### config.mk
export PLATFORM = sky130hd
export DESIGN_NAME = expmul_sched
export DESIGN_NICKNAME = d
export VERILOG_FILES = /design/src/rtl/expmul_sched_pkg.sv /design/src/rtl/expmul_sched_q_signed_max.sv /design/src/rtl/expmul_sched.sv
export SDC_FILE = /design/constraint.sdc
export NUM_CORES = 1
export LEC_CHECK = 0
export ABC_AREA = 1
export CORE_MARGIN = 8
export CORE_UTILIZATION = 45
export CTS_CLUSTER_DIAMETER = 60
export CTS_CLUSTER_SIZE = 16
export DETAILED_ROUTE_END_ITERATION = 10
export PLACE_DENSITY_LB_ADDON = 0.1
export SKIP_LAST_GASP = 1
export SYNTH_ARGS = -nofsm -noshare
export SYNTH_HDL_FRONTEND = slang
export SYNTH_SLANG_ARGS = --single-unit
### constraint.sdc
create_clock -name clock -period 5 [get_ports clock]
set_clock_uncertainty 0.05 [all_clocks]
set_input_delay 0.75 -clock clock [delete_from_list [all_inputs] [get_ports clock]]
set_output_delay 0.75 -clock clock [all_outputs]
set_load 0.01 [all_outputs]
### src/rtl/expmul_sched_pkg.sv
// expmul_sched_pkg
// Shared definitions for the online-softmax scheduler and the expmul
// datapath it feeds.
//   EXPMUL_DIFF_IN_QT : width of a Q4.4 signed score / difference operand
//   MAX_SEQ_LENGTH    : default number of keys per query row
//   EXPMUL_NEG_INF    : most negative Q4.4 value, start value of a running max
//   EXPSCHED_STATE_T  : scheduler FSM states
package expmul_sched_pkg;

  localparam int EXPMUL_DIFF_IN_QT = 8;
  localparam int MAX_SEQ_LENGTH    = 16;

  localparam logic [EXPMUL_DIFF_IN_QT-1:0] EXPMUL_NEG_INF = 8'h80;

  typedef enum logic [1:0] {
    IDLE    = 2'd0,
    ISSUE_O = 2'd1,
    ISSUE_V = 2'd2,
    DONE    = 2'd3
  } EXPSCHED_STATE_T;

endpackage

### src/rtl/expmul_sched_q_signed_max.sv
// q_signed_max
// Combinational two's-complement maximum of two Q4.4 values.
//   a       in  : first operand (the incumbent; wins ties)
//   b       in  : second operand
//   max_val out : signed max(a, b)
module q_signed_max
  import expmul_sched_pkg::*;
(
  input  logic [EXPMUL_DIFF_IN_QT-1:0] a,
  input  logic [EXPMUL_DIFF_IN_QT-1:0] b,
  output logic [EXPMUL_DIFF_IN_QT-1:0] max_val
);

  // Ties return a, so a running max passed as a is never replaced by an equal score.
  always_comb begin
    max_val = ($signed(a) >= $signed(b)) ? a : b;
  end

endmodule

### src/rtl/expmul_sched.sv
// expmul_sched
// Online-softmax sequencer placed in front of the shared exp-multiply stage.
// It tracks the running row maximum m over a stream of Q4.4 scores. For every
// key it issues an O* rescale op exp(m_old - m_new) (skipped for the first
// key), followed by a V weighting op exp(s - m_new). At the end of the row it
// pulses row_done with the final max.
// Ports:
//   clock, reset         : clock, synchronous active-high reset
//   score_vld/score_rdy  : score handshake, score = Q4.4 attention score
//   em_vld/em_rdy        : request handshake toward expmul
//   em_a, em_b           : minuend / subtrahend (em_b is always the running max)
//   em_o_star_mode       : 1 = rescale O*, 0 = weight V
//   em_key_idx           : key index of the presented op
//   row_done, max_out    : end-of-row pulse and the row's final max
module expmul_sched
  import expmul_sched_pkg::*;
#(
  parameter int SEQ_LEN = MAX_SEQ_LENGTH,
  parameter int CNT_W   = $clog2(SEQ_LEN)
) (
  input  logic                         clock,
  input  logic                         reset,
  input  logic                         score_vld,
  output logic                         score_rdy,
  input  logic [EXPMUL_DIFF_IN_QT-1:0] score,
  output logic                         em_vld,
  input  logic                         em_rdy,
  output logic [EXPMUL_DIFF_IN_QT-1:0] em_a,
  output logic [EXPMUL_DIFF_IN_QT-1:0] em_b,
  output logic                         em_o_star_mode,
  output logic [CNT_W-1:0]             em_key_idx,
  output logic                         row_done,
  output logic [EXPMUL_DIFF_IN_QT-1:0] max_out
);

  localparam logic [CNT_W-1:0] LAST_KEY = CNT_W'(SEQ_LEN - 1);

  EXPSCHED_STATE_T              state;
  logic [EXPMUL_DIFF_IN_QT-1:0] m;
  logic [EXPMUL_DIFF_IN_QT-1:0] s_q;
  logic [CNT_W-1:0]             cnt;
  logic                         first;
  logic [EXPMUL_DIFF_IN_QT-1:0] m_new;

  // Candidate max if the presented score were accepted this cycle.
  q_signed_max u_max (
    .a       (m),
    .b       (score),
    .max_val (m_new)
  );

  // Single FSM. Every output is a register, updated on the transition that
  // enters the state presenting it. The old max needs no separate register
  // because em_a carries it for the whole ISSUE_O state, and em_rdy only
  // influences the next-state registers, never em_vld combinationally.
  always_ff @(posedge clock) begin
    if (reset) begin
      state          <= IDLE;
      m              <= EXPMUL_NEG_INF;
      s_q            <= '0;
      cnt            <= '0;
      first          <= 1'b1;
      score_rdy      <= 1'b1;
      em_vld         <= 1'b0;
      em_a           <= '0;
      em_b           <= '0;
      em_o_star_mode <= 1'b0;
      em_key_idx     <= '0;
      row_done       <= 1'b0;
      max_out        <= EXPMUL_NEG_INF;
    end else begin
      row_done <= 1'b0;
      case (state)
        IDLE: begin
          if (score_vld) begin
            s_q        <= score;
            m          <= m_new;
            score_rdy  <= 1'b0;
            em_vld     <= 1'b1;
            em_b       <= m_new;
            em_key_idx <= cnt;
            // The accumulator is empty on the first key, so there is nothing to rescale.
            if (first) begin
              state          <= ISSUE_V;
              em_a           <= score;
              em_o_star_mode <= 1'b0;
            end else begin
              state          <= ISSUE_O;
              em_a           <= m;
              em_o_star_mode <= 1'b1;
            end
          end
        end

        ISSUE_O: begin
          if (em_rdy) begin
            state          <= ISSUE_V;
            em_a           <= s_q;
            em_o_star_mode <= 1'b0;
          end
        end

        ISSUE_V: begin
          if (em_rdy) begin
            em_vld <= 1'b0;
            if (cnt == LAST_KEY) begin
              state    <= DONE;
              row_done <= 1'b1;
              max_out  <= m;
            end else begin
              state     <= IDLE;
              score_rdy <= 1'b1;
              cnt       <= cnt + CNT_W'(1);
              first     <= 1'b0;
            end
          end
        end

        DONE: begin
          state     <= IDLE;
          score_rdy <= 1'b1;
          m         <= EXPMUL_NEG_INF;
          cnt       <= '0;
          first     <= 1'b1;
        end

        default: begin
          state <= IDLE;
        end
      endcase
    end
  end

endmodule
==> flow_summary_export.csv <==
group,metric,value,unit
status,run_status,"complete, no violations",
power_and_ir_drop,vdd_ir_drop_max,0.179,mV
placed_design,hpwl,3.96,mm
setup_path,endpoint_kind,"flip-flop",
placed_design,placed_area,0.00289,mm²
cts,clk_pin_slew,100,ps
synth,synth.distinct_cells,24,
timing,relSlewSlack,0.476,
timing,hold_ws,421,ps
cts,root_buffer,"clkbuf_8",
timing,slew_viol_final,0,
timing,tns,0,ps
setup_path,critPathKind,"in2reg",
power_and_ir_drop,p_leak,1.27,nW
drt,viasPerCell,5.06,
global_routing,grt_pass1_wl,9.23,mm
floorplan,core_area,0.00517,mm²
cts,numCtsBuffers,5,
drt,routedWlPerCell,13.0,µm
min_path,holdPathStages,2,
placed_design,gp_congestion,0.826,
synth,yosysSeqAreaShare,0.453,
drt,wirelength,5.57,mm
timing,fmax,351,MHz
synth,syn-num-nets,340,
setup_path,critical_path_required,5200,ps
cts,cts_setup_buffers,0,
setup_path,startpoint_type,"primary input",
synth,syn_avg_cell_area,7.61,µm²
setup_path,r2r_cells,7,
global_routing,antenna_found_initial,0,
timing,rsz0062_at_grt,"false",
power_and_ir_drop,p_per_area,410,mW/mm²
floorplan,io_pins,44,
drt,vias,2160,
global_routing,grt_overflow_total,0,
synth,ys_warn_count,0,
timing,tightest_slew,785,ps
final_layout,layout.nets,377,
drt,ant_nets,0,
floorplan,initial_utilization,0.470,
floorplan,die_h,89.5,µm
drt,drt_iter0_drc,144,
timing,hold_viol_final,0,
setup_path,cp_max_fo,30,
flow_run,max_cap_violations,0,
power_and_ir_drop,finalPower,0.00123,W
final_layout,synthToLayoutAreaGrowth,23.6,%
min_path,hold_class,"reg2reg",
floorplan,die_w,89.5,µm
setup_path,arrival,3040,ps
final_layout,finalInstanceArea,0.00300,mm²
cts,cts_resized,0,
synth,syn_inst,319,
floorplan,rows,26,
final_layout,drive_above_1_share,0.0532,
synth,ys_ff_latch,55,
global_routing,grt_pass1_vias,1957,
cts,cts_num_sinks,55,
drt,drc,0,
timing,fin_crit_sh,0.570,
cts,clockBufferDepth,2,
timing,fin_crit,2850,ps
cts,cts_tree,"built",
final_layout,fillerInstances,486,
global_routing,grt_usage,0.147,
synth,syn_area,0.00243,mm²
placed_design,numPortBuffers,43,
timing,final-setup-viol-count,0,
cts,cts_max_level,2,
drt,firstDrtPassIters,4,
floorplan,die_area,0.00800,mm²
final_layout,diodes,0,
cts,postCtsHoldBufs,0,
cts,insertion_delay,310,ps
global_routing,grt_max_degree,34,
## worst max-delay path, stage by stage
cell and delay (ps):
clkdlybuf4s50_1 740, inv_1 750, nand2_1 380, inv_1 200, o21ai_0 100, a21oi_1 120
## area by class of cell
type                       instances  area [µm²]  area share
multi-input combinational        213        1120       0.375
inverter                          38         143      0.0475
sequential                        55        1100       0.367
clock inverter                     3        47.5      0.0158
timing repair buffer              43         430       0.143
clock buffer                       5        68.8      0.0229
tap                               70        87.6      0.0292
## cell usage after synthesis
cell type / number / area (µm²)
a21oi_1: 60 / 300
nor3_1: 1 / 5.00
nand4_2: 1 / 12.5
nand2_1: 49 / 184
nor2_2: 1 / 6.26
nand3_1: 11 / 55.1
a21o_2: 1 / 8.76
dfxtp_1: 55 / 1100
nor2_4: 2 / 22.5
o21ai_0: 34 / 170
a211oi_1: 8 / 60.1
nand4_1: 8 / 50.1
buf_4: 2 / 15.0
inv_2: 2 / 7.51
clkbuf_1: 6 / 22.5
inv_1: 36 / 135
nand3_4: 1 / 17.5
buf_2: 3 / 15.0
buf_1: 2 / 7.51
nand3_2: 2 / 20.0
nand2_2: 1 / 6.26
nor2_1: 23 / 86.3
ha_1: 9 / 113
o211ai_1: 1 / 7.51
## logic make-up after synthesis
logic type	synth area share
DFF	0.453
AOI/OAI and AO/OA	0.225
buffers and inverters	0.0835
and+or+nand+nor	0.192
adders and majority gates	0.0464
## report_power, final
part / total [W] / leakage [nW] / switching (W) / internal, W
Sequential: 0.000556 / 0.452 / 0.0000501 / 0.000506
Combinational: 0.000374 / 0.758 / 0.000215 / 0.000159
Clock: 0.000300 / 0.0587 / 0.000148 / 0.000152
Total: 0.00123 / 1.27 / 0.000413 / 0.000817
## cells in the final DEF (no fill, tap or decap), drive strengths merged, types with 5 or more instances in the layout
cell,synthesis,final
clkdlybuf4s50,0,43
nand4,9,9
clkbuf,6,5
inv,38,39
nand2,50,50
nor2,26,26
a21oi,60,60
dfxtp,55,55
ha,9,9
o21ai,34,34
nand3,14,14
a211oi,8,8
## per-stage QoR
step / setup slack, ps / util / cells
floorplan: 2830 / - / 319
global placement: 1850 / 0.558 / 419
detailed placement: 1810 / 0.558 / 419
CTS: 2140 / 0.581 / 427
global route: 1950 / 0.581 / 427
finish: 2150 / 0.581 / 427
## registers in the layout (all words and copies together), names as in the netlist, 2 cells and up
name,cells
cnt,4
em_a,8
em_b,8
em_key_idx,4
m,8
max_out,8
s_q,8
state,2
## worst paths after layout
kind / start / end / slack, ps
max reg2reg: state[1] / em_a[3] / 2980
min reg2reg: score_rdy / score_rdy / 420
max: reset / cnt[0] / 2150
min: score_rdy / score_rdy / 420
## per-layer routing
layer  track usage  vias up  wire, µm
li1              -     1142         -
met1         0.205      962      2900
met2         0.214       52      2280
met3        0.0450        4       340
met4        0.0363        0        48
met5             0        -         0
No activity file was read; power rests on OpenSTA's default activity.
